### src/rtl/controller_pio_pkg.sv
// Shared PIO definitions: register word addresses and edge-capture modes.
// Used by the controller status input port and its output-PIO siblings.
package controller_pio_pkg;

  localparam logic [2:0] PIO_ADDR_DATA    = 3'd0;
  localparam logic [2:0] PIO_ADDR_IRQMASK = 3'd2;
  localparam logic [2:0] PIO_ADDR_EDGECAP = 3'd3;
  localparam logic [2:0] PIO_ADDR_SET     = 3'd4;
  localparam logic [2:0] PIO_ADDR_CLR     = 3'd5;

  localparam int EDGE_RISE = 0;
  localparam int EDGE_FALL = 1;
  localparam int EDGE_ANY  = 2;

  function automatic logic edge_hit(
    input int   edge_type,
    input logic rise,
    input logic fall
  );
    if (edge_type == EDGE_RISE)
      return rise;
    else if (edge_type == EDGE_FALL)
      return fall;
    else
      return rise | fall;
  endfunction

endpackage

### src/rtl/controller_pio_debounce.sv
// One status bit: 2-flop synchronizer, persistence counter, debounced level.
// Update events are combinational pulses coincident with the deb change.
module controller_pio_debounce #(
  parameter int DEBOUNCE_CYCLES = 15
) (
  input  logic clk,
  input  logic reset_n,
  input  logic din,
  output logic deb,
  output logic rise_evt,
  output logic fall_evt
);

  localparam logic [15:0] LP_DEB = 16'(DEBOUNCE_CYCLES);

  logic        r_s1;
  logic        r_s2;
  logic        r_deb;
  logic [15:0] r_cnt;
  logic        w_hit;

  assign w_hit = (r_s2 != r_deb) && (r_cnt == LP_DEB);

  always_ff @(posedge clk or negedge reset_n) begin
    if (!reset_n) begin
      r_s1  <= 1'b0;
      r_s2  <= 1'b0;
      r_deb <= 1'b0;
      r_cnt <= '0;
    end else begin
      r_s1 <= din;
      r_s2 <= r_s1;
      if (r_s2 == r_deb) begin
        r_cnt <= '0;
      end else if (w_hit) begin
        r_deb <= r_s2;
        r_cnt <= '0;
      end else begin
        r_cnt <= r_cnt + 16'd1;
      end
    end
  end

  assign deb      = r_deb;
  assign rise_evt = w_hit & r_s2;
  assign fall_evt = w_hit & ~r_s2;

endmodule

### src/rtl/controller_tc_status.sv
// Avalon-MM status input port: debounced inputs, W1C edge capture,
// maskable level interrupt, zero-wait-state read mux.
import controller_pio_pkg::*;

module controller_tc_status #(
  parameter int WIDTH           = 4,
  parameter int DEBOUNCE_CYCLES = 15,
  parameter int EDGE_TYPE       = 2
) (
  input  logic             clk,
  input  logic             reset_n,
  input  logic [2:0]       address,
  input  logic             chipselect,
  input  logic             write_n,
  input  logic [31:0]      writedata,
  input  logic [WIDTH-1:0] in_port,
  output logic [31:0]      readdata,
  output logic             irq
);

  logic [WIDTH-1:0] w_deb;
  logic [WIDTH-1:0] w_rise;
  logic [WIDTH-1:0] w_fall;
  logic [WIDTH-1:0] w_set;
  logic [WIDTH-1:0] w_clr;
  logic [WIDTH-1:0] r_mask;
  logic [WIDTH-1:0] r_cap;
  logic             w_wr;
  logic             w_wr_mask;
  logic             w_wr_cap;

  for (genvar i = 0; i < WIDTH; i++) begin : g_bit
    controller_pio_debounce #(
      .DEBOUNCE_CYCLES(DEBOUNCE_CYCLES)
    ) u_deb (
      .clk      (clk),
      .reset_n  (reset_n),
      .din      (in_port[i]),
      .deb      (w_deb[i]),
      .rise_evt (w_rise[i]),
      .fall_evt (w_fall[i])
    );
    assign w_set[i] = edge_hit(EDGE_TYPE, w_rise[i], w_fall[i]);
  end

  if (WIDTH < 32) begin : g_unused
    logic w_unused_wdata;
    assign w_unused_wdata = ^writedata[31:WIDTH];
  end

  assign w_wr      = chipselect && !write_n;
  assign w_wr_mask = w_wr && (address == PIO_ADDR_IRQMASK);
  assign w_wr_cap  = w_wr && (address == PIO_ADDR_EDGECAP);
  assign w_clr     = w_wr_cap ? writedata[WIDTH-1:0] : '0;

  always_ff @(posedge clk or negedge reset_n) begin
    if (!reset_n) begin
      r_mask <= '0;
      r_cap  <= '0;
    end else begin
      if (w_wr_mask)
        r_mask <= writedata[WIDTH-1:0];
      // a capture on the same edge as its clear keeps the bit set
      r_cap <= (r_cap & ~w_clr) | w_set;
    end
  end

  always_comb begin
    readdata = '0;
    unique case (1'b1)
      (address == PIO_ADDR_DATA):    readdata[WIDTH-1:0] = w_deb;
      (address == PIO_ADDR_IRQMASK): readdata[WIDTH-1:0] = r_mask;
      (address == PIO_ADDR_EDGECAP): readdata[WIDTH-1:0] = r_cap;
      default: ;
    endcase
  end

  assign irq = |(r_cap & r_mask);

endmodule

### config.mk
export PLATFORM = sky130hd
export DESIGN_NAME = controller_tc_status
export DESIGN_NICKNAME = d
export VERILOG_FILES = /design/src/rtl/controller_pio_pkg.sv /design/src/rtl/controller_pio_debounce.sv /design/src/rtl/controller_tc_status.sv
export SDC_FILE = /design/constraint.sdc
export NUM_CORES = 1
export LEC_CHECK = 0
export ABC_AREA = 1
export ABC_CLOCK_PERIOD_IN_PS = 1540
export CORE_ASPECT_RATIO = 1.4
export CORE_MARGIN = 8
export CORE_UTILIZATION = 54
export CTS_CLUSTER_SIZE = 8
export DETAILED_ROUTE_END_ITERATION = 6
export PLACE_DENSITY = 0.77
export SYNTH_ARGS = -nofsm -noshare
export SYNTH_HDL_FRONTEND = slang
export SYNTH_SLANG_ARGS = --single-unit
export TNS_END_PERCENT = 1
### constraint.sdc
create_clock -name clk -period 1.54 [get_ports clk]
set_input_delay 0.154 -clock clk [delete_from_list [all_inputs] [get_ports clk]]
set_output_delay 0.154 -clock clk [all_outputs]
set_load 0.1 [all_outputs]
==> results of run 1 <==
## what timing repair did
item | 4_1_cts | 5_1_grt
endpoints found under the setup margin | 3 | 10
pin swaps | 0 | 1
endpoints found under the hold margin | 32 | 0
hold buffers | 1 | 0
resized for setup | 3 | 6
## area by class of cell
cell class	count	area, µm²	area share
sequential	84	2102	0.4051
multi-input combinational	441	2091	0.4029
inverter	70	262.8	0.05064
clock buffer	11	232.7	0.04485
timing repair buffer	28	340.3	0.06559
tap	105	131.4	0.02532
clock inverter	5	28.78	0.005546
## cells by family (layout without fill, tap and decap cells)
| group | after synthesis | count (layout) | synth area share |
|---|---|---|---|
| simple gates | 355 | 355 | 0.3274 |
| buf+inv | 105 | 114 | 0.1161 |
| flops | 84 | 84 | 0.4569 |
| compound gates | 28 | 28 | 0.03345 |
| xor+xnor | 26 | 26 | 0.05439 |
| fa+ha+maj | 4 | 4 | 0.01088 |
| other cells | 1 | 28 | 0.0008151 |
## per-stage QoR
| stage | cells | hold WS [ns] |
|---|---|---|
| 2_1_floorplan | 630 | -0.1416 |
| 3_3_place_gp | 727 | 0.1399 |
| 3_5_place_dp | 727 | 0.1492 |
| 4_1_cts | 744 | 0.2467 |
| 5_1_grt | 744 | 0.2476 |
| 6_report | 744 | 0.2505 |
## per-layer routing
layer,track usage,vias to the layer above,routed length [µm]
li1,-,1898,-
met1,0.1929,1785,3893
met2,0.2869,54,4730
met3,0.03653,15,411
met4,0.07216,0,165
met5,0,-,0
## cell usage in the layout, fill, tap and decap left out, types with 6 or more instances in the layout
master	n
inv_1	66
buf_12	7
dfrtp_1	84
buf_4	7
clkbuf_16	9
nand4_1	18
nand3b_1	6
conb_1	28
nor2_1	111
nor2_2	7
clkdlybuf4s50_1	10
o21ai_0	19
nand3_1	48
nand2_1	153
xor2_1	19
## worst max path at each step
stage,from,endpoint,cells past startpoint,slack [ns]
2_1_floorplan,r_mask[0],irq,2,0.05
3_3_place_gp,address[2],readdata[0],6,-0.0002
3_5_place_dp,address[2],readdata[0],6,-0.02
4_1_cts,address[1],readdata[2],6,0.02
5_1_grt,g_bit[1].u_deb.r_cnt[1],g_bit[1].u_deb.r_cnt[12],8,0.01
6_report,r_mask[0],irq,3,0.15
## worst max-delay path: cells and delay by family (launching register included)
family,cells,cell delay (ns)
and+or+nand+nor,2,0.27
DFF,1,0.40
buffers and inverters,1,0.23
## state kept, by name, summed over array words and instances, names as in the netlist
register and cells:
g_bit.u_deb.r_s2 4, g_bit.u_deb.r_cnt 64, g_bit.u_deb.r_s1 4, r_mask 4, g_bit.u_deb.deb 4, r_cap 4
## power by group through the flow
stage	sequential (µW)	clock, µW	combinational (µW)
after detailed placement	2390	0	778
after CTS	2350	1980	785
after global placement	2390	0	763
after global routing	2360	2070	830
after floorplan	2380	0	624
final	2350	1930	781
==> results summary, run 1 <==
The number of enable flip-flop cells after synthesis is 0. Across the run, the number of max-cap violations was 0. The number of unique standard cell types used by synthesis is 26. In this run the most critical hold path is launched from in_port[3].

The number of global-route vias before repair is 3692. The worst setup path is launched from a flip-flop. The switching power as a share of total power is 0.3001. The number of buffers added by the clock tree synthesis step is 9. The setup slack after placement is -0.01922 ns.

The clock reaches the later pin of the worst-skew pair after 0.34 ns. The buffer count from post-CTS setup fixing came out at 0. Of all cell types, the one taking the most synthesized area is dfrtp_1. In the synthesized netlist, the cells that appear most often are nand2_1 (153), nor2_1 (113), dfrtp_1 (84), inv_1 (66), nand3_1 (51). Setup violations remaining at the end of the flow were counted as 0.

The critical path in this run is classified as flip-flop to output pin. The largest fanout of any net on the critical path is 3. The via total after detailed routing is 3752.

The total power of the final layout is 5069 µW. In the post-synthesis netlist, the cell with the most instances is nand2_1. The routed wirelength normalized by instance count came out at 12.37 µm. The maximum ir drop on the vdd rail came out at 774.1 µV. Setup repair after global routing left no endpoint under its margin. By area the synthesized netlist is led by dfrtp_1 (46%), nand2_1 (12%), nor2_1 (9.2%). The floorplan step set the die width to 94.01 µm.

Once detailed placement completed, the half-perimeter wirelength came to 6926 µm. The maximum buffer depth of the clock tree is 2. Counting flops and latches in the post-synthesis netlist gives 84. TritonCTS built the clock tree. The first TritonRoute pass finished after 6 iterations.

The average size of a mapped cell is 7.630 µm². The count of buffers inserted at the top-level ports is 19. The part of the total power dissipated in sequential elements came out at 0.464. The initial antenna violation count came out at 0. The setup TNS is 0 ns. The clock input transition at the sequential cells of the worst setup and hold paths came out at 0.06 ns. STA classifies the critical path endpoint as an output pin. For this design, the slowest cell found on the critical path is dfrtp_1.

The internal power came out at 3548 µW. The slack of the worst reg-to-reg path is 0.17 ns. The share of async-settable or async-resettable flops after synthesis came out at 1.000.

The area share of the largest cell type after synthesis is 0.4569. The worst path required time came out at 1.39 ns. The final-report max-slew violation count came out at 0. The area added between synthesis and finish came out at 12.78%. The share of total power in the clock network is 0.382. In the routed layout, each cell is associated on average with a via count of 5.043. The pin count of the biggest net entering global routing came out at 35. The combinational power share is 0.154. The detailed-route wire length is 9200 µm.

The final cycle utilization of the critical path is 0.9038. Walking the worst path, the cells encountered are nand2_1 -> nand4_1 -> buf_12. The synthesized netlist occupies a cell area of 4601 µm². The detailed-route DRC error count came out at 0. In the synthesized netlist the dominant register cell turns out to be dfrtp_1.

The power dissipated by switching net loads is 1521 µW. The global-route total usage across every layer came out at 0.1674. The cell depth of the worst flop-to-flop path came out at 5. After routing the design area is 5189 µm². The ratio of total power to cell area came out at 976.9 nW/µm². The remaining global-route overflow came out at 0. The number of standard cells after synthesis is 603. The sequential share of the synthesized area is 0.4569.

The fraction of final layout cells with drive strength greater than 1 came out at 0.07668. The initial DRC count came out at 205. Once detail routing completed, the nets flagged for antenna violations numbered 0. The floorplan step defined a die boundary enclosing 11770 µm². The worst register-to-register path begins at g_bit[0].u_deb.r_cnt[1]. The number of antenna cells inserted came out at 0. The worst hold path belongs to the class input port to flip-flop. The initial standard-cell utilization of the core came out at 0.5472. The cell area after placement came out at 4885 µm². The count of endpoints failing hold in the final timing report is 0. Routability-driven placement finished with a final weighted congestion of 0.8766. In this run the number of H-tree levels came out at 3. The first-pass GRT wire length came out at 16040 µm.

During synthesis, Yosys emitted a total of 0 warnings. The run finished with clean final reports. The total clock sinks is 84. The number of rows created at floorplan is 40. In this run the standard cell core region covers 8408 µm².

The number of ports placed on the die boundary came out at 76. Once layout is complete, the utilization of the core stands at 0.6171. The buffer type at the clock tree root is clkbuf_16. The hold path endpoint is g_bit[3].u_deb.r_s1. The worst path arrival time is 1.24 ns. The vertical die dimension is 125.2 µm.

In this run the critical register-to-register path is captured at g_bit[0].u_deb.r_cnt[14]. The clock skew after layout is 0.006430 ns. The maximum cell stage delay along the critical path is 0.40 ns.

The number of fillers in the final layout is 748. The number of nets in the layout came out at 681. The number of instances on the worst hold path is 1. The leakage power summed over all cells came out at 0.002526 µW. The peak clock frequency supported by timing is 718.5 MHz. The smallest clock period supported by the final layout is computed as 1.392 ns. The least setup slack across all paths after layout came out at 0.1482 ns.
(Power assumes the default switching activity.)
==> run 2, diff against run 1 <==
--- a/config.mk
+++ b/config.mk
@@ -8,7 +8,6 @@
 export ABC_AREA = 1
 export ABC_CLOCK_PERIOD_IN_PS = 1540
 export CORE_ASPECT_RATIO = 1.4
-export CORE_MARGIN = 8
 export CORE_UTILIZATION = 54
 export CTS_CLUSTER_SIZE = 8
 export DETAILED_ROUTE_END_ITERATION = 6
==> run 2 against run 1 <==
Effect of this change: wire length decreased by 2.3%; fmax decreased by 6.9%; setup slack worse by 0.10 ns; die area down 24%; first-iteration DRC count is 2.4% lower; total power is 5.0% higher.
==> results summary, run 2 (synthesized netlist as in run 1, its figures left out) <==
The flow ran to the end, and the final reports show no timing, DRC or antenna violations. The final-report max-slew violation count is 0. The worst min-delay path class is input port to flip-flop. The worst path arrival time is 1.34 ns. The worst path required time came out at 1.39 ns. The area added between synthesis and finish came out at 13.68%. The root buffer cell chosen for the clock tree is clkbuf_16. The number of buffers added by the clock tree synthesis step came out at 9.

The final-layout worst hold slack came out at 0.2451 ns. At the later pin of the worst-skew pair, clock insertion delay measures 0.34 ns. The share of total power dissipated in sequential elements is 0.442.

In this run the static leakage power is 0.002549 µW. The largest fanout of any net on the critical path came out at 5. The placer congestion estimate is 0.8641. The first-pass GRT wire length came out at 15710 µm.

The register bank with the most flops is g_bit.u_deb.r_cnt. The tool flagged a number of max-cap violations equal to 0. The total power of the final layout is 5321 µW. TritonCTS built the clock tree. The routed design has 8984 µm of wire. The worst path in the final design needs a cycle of 1.495 ns, including I/O delays and setup. The vertical die dimension came out at 111.2 µm. Setup slack closes at 0.04495 ns. After the first detailed-routing iteration, the DRC count stood at 200. After legalization and detailed placement, the total HPWL measured 6468 µm. The ratio of routed vias to standard cells came out at 5.143. The maximum cell stage delay along the critical path is 0.47 ns.

At the placement stage, the worst setup path has a slack of -0.02202 ns. The type of the worst setup path is input port to output pin. The number of ports placed on the die boundary came out at 76. The detailed-route DRC error count is 0. The fraction of final layout cells with drive strength greater than 1 came out at 0.08112. The first-pass detailed-route iteration total came out at 4. The number of flip-flops in the largest register is 64. The library cell used most frequently in the layout, excluding fill and tap cells, is nand2_1.

The clock skew after layout is 0.004622 ns. The number of antenna cells inserted is 0. For this design the total switching power over the nets is 1517 µW.

The via total after detailed routing is 3821. The H-tree generated during clock tree synthesis spans 3 levels. In the global route stage, overall resource usage came out at 0.2282. The initial utilization of the core area, before any placement, comes to 0.5612.

The slowest stage of the critical path is the clkdlybuf4s50_1 cell. The number of nets in the layout is 683. In this run the core area contains 39 standard-cell rows. The internal portion of the total power is 3804 µW. The count of buffers added on input and output ports is 19.

The maximum buffer depth of the clock tree came out at 2. The top cell types in the final layout, fill and taps aside, are nand2_1 (153), nor2_1 (113), dfrtp_1 (84). The number of fillers in the final layout is 700. The count of endpoints failing hold in the final timing report is 0.

The pin count of the biggest net entering global routing came out at 27. The maximum ir drop on the vdd rail is 674.1 µV. The floorplan die area is 8898 µm². Walking the worst path, the cells encountered are clkdlybuf4s50_1 -> nor3b_2 -> buf_4 -> nand2_1 -> nand3_2 -> buf_12.

The number of global-route vias before repair came out at 3744. Of the total power, the share spent switching nets is 0.2851. The type of destination of the critical path is an output pin. The peak clock frequency supported by timing came out at 668.9 MHz. The routed wirelength normalized by instance count is 12.09 µm.

The ratio of total power to cell area came out at 1017 nW/µm². The final cycle utilization of the critical path is 0.9708. The critical path launch point type is an input port.

The share of total power in the clock network is 0.412. The remaining global-route overflow is 0. The area of the core region is 8198 µm². The combinational power share is 0.146. In this run the remaining antenna-violating nets after routing total 0. The clock input transition at the sequential cells of the worst setup and hold paths came out at 0.06 ns. The initial antenna violation count is 0. The total clock sinks came out at 84.

The final setup violation count came out at 0. The width of the chip is 80.01 µm.
==> run 2: cell types whose count changed in the layout (fill, tap and decap cells not counted), moves of 2 or more <==
cell and change:
clkinv_2 -2, clkbuf_8 +2, nor2_2 -2, nor2_1 +2, buf_4 +3
==> run 2: repair_timing <==
action / in CTS / in global routing
endpoints found under the hold margin: 22 / 0
hold buffers: 1 / 0
buffers inserted: 0 / 0
setup endpoints to repair: 2 / 5
pin swaps: 0 / 1
resized for setup: 2 / 6
==> run 2: final cells by class <==
class,count,area (µm²),area share
clock buffers,12,256.5,0.04904
clock inverters,4,47.55,0.009091
inverters,70,262.8,0.05024
multi-input cells,441,2093,0.4002
flip-flops and latches,84,2102,0.4019
well taps,102,127.6,0.02440
repair buffers,30,340.3,0.06507
==> run 2: worst max-delay path: cells and delay by family <==
kind                   cells  cell delay (ns)
AND/OR/NAND/NOR            3             0.36
buffers and inverters      3             0.82
==> run 2: power groups by stage <==
stage	clock network, µW	registers (µW)	logic, µW
3_3_place_gp	0	2390	763
2_1_floorplan	0	2380	624
3_5_place_dp	0	2390	774
6_report	2190	2350	779
5_1_grt	2320	2360	828
4_1_cts	2230	2350	781
==> run 2: through the flow <==
step | utilization | cells | TNS, ns | area, µm²
floorplan | - | 630 | 0 | 4702
detailed placement | 0.5957 | 726 | -0.04165 | 4883
finish | 0.6380 | 743 | 0 | 5230
CTS | 0.6352 | 743 | 0 | 5207
global placement | 0.5957 | 726 | -0.02025 | 4883
global route | 0.6380 | 743 | -0.001297 | 5230
==> run 2: worst paths after layout <==
| check | from | to | slack (ns) | depth (start not counted) |
|---|---|---|---|---|
| hold / removal | in_port[2] | g_bit[2].u_deb.r_s1 | 0.25 | 1 |
| setup / recovery | address[2] | readdata[1] | 0.04 | 6 |
| hold reg to reg | g_bit[3].u_deb.r_s1 | g_bit[3].u_deb.r_s2 | 0.35 | 0 |
| setup reg to reg | g_bit[0].u_deb.r_cnt[0] | g_bit[0].u_deb.r_cnt[14] | 0.16 | 5 |
| min in group asynchronous | reset_n | g_bit[3].u_deb.r_cnt[13] | 0.27 | 2 |
| max in group asynchronous | reset_n | g_bit[0].u_deb.r_cnt[5] | 0.69 | 3 |
==> run 2: per-layer routing <==
layer	global-route usage	part of all wire
met1	0.2671	0.43
met2	0.3909	0.51
met3	0.05514	0.043
met4	0.09762	0.021
met5	0	0
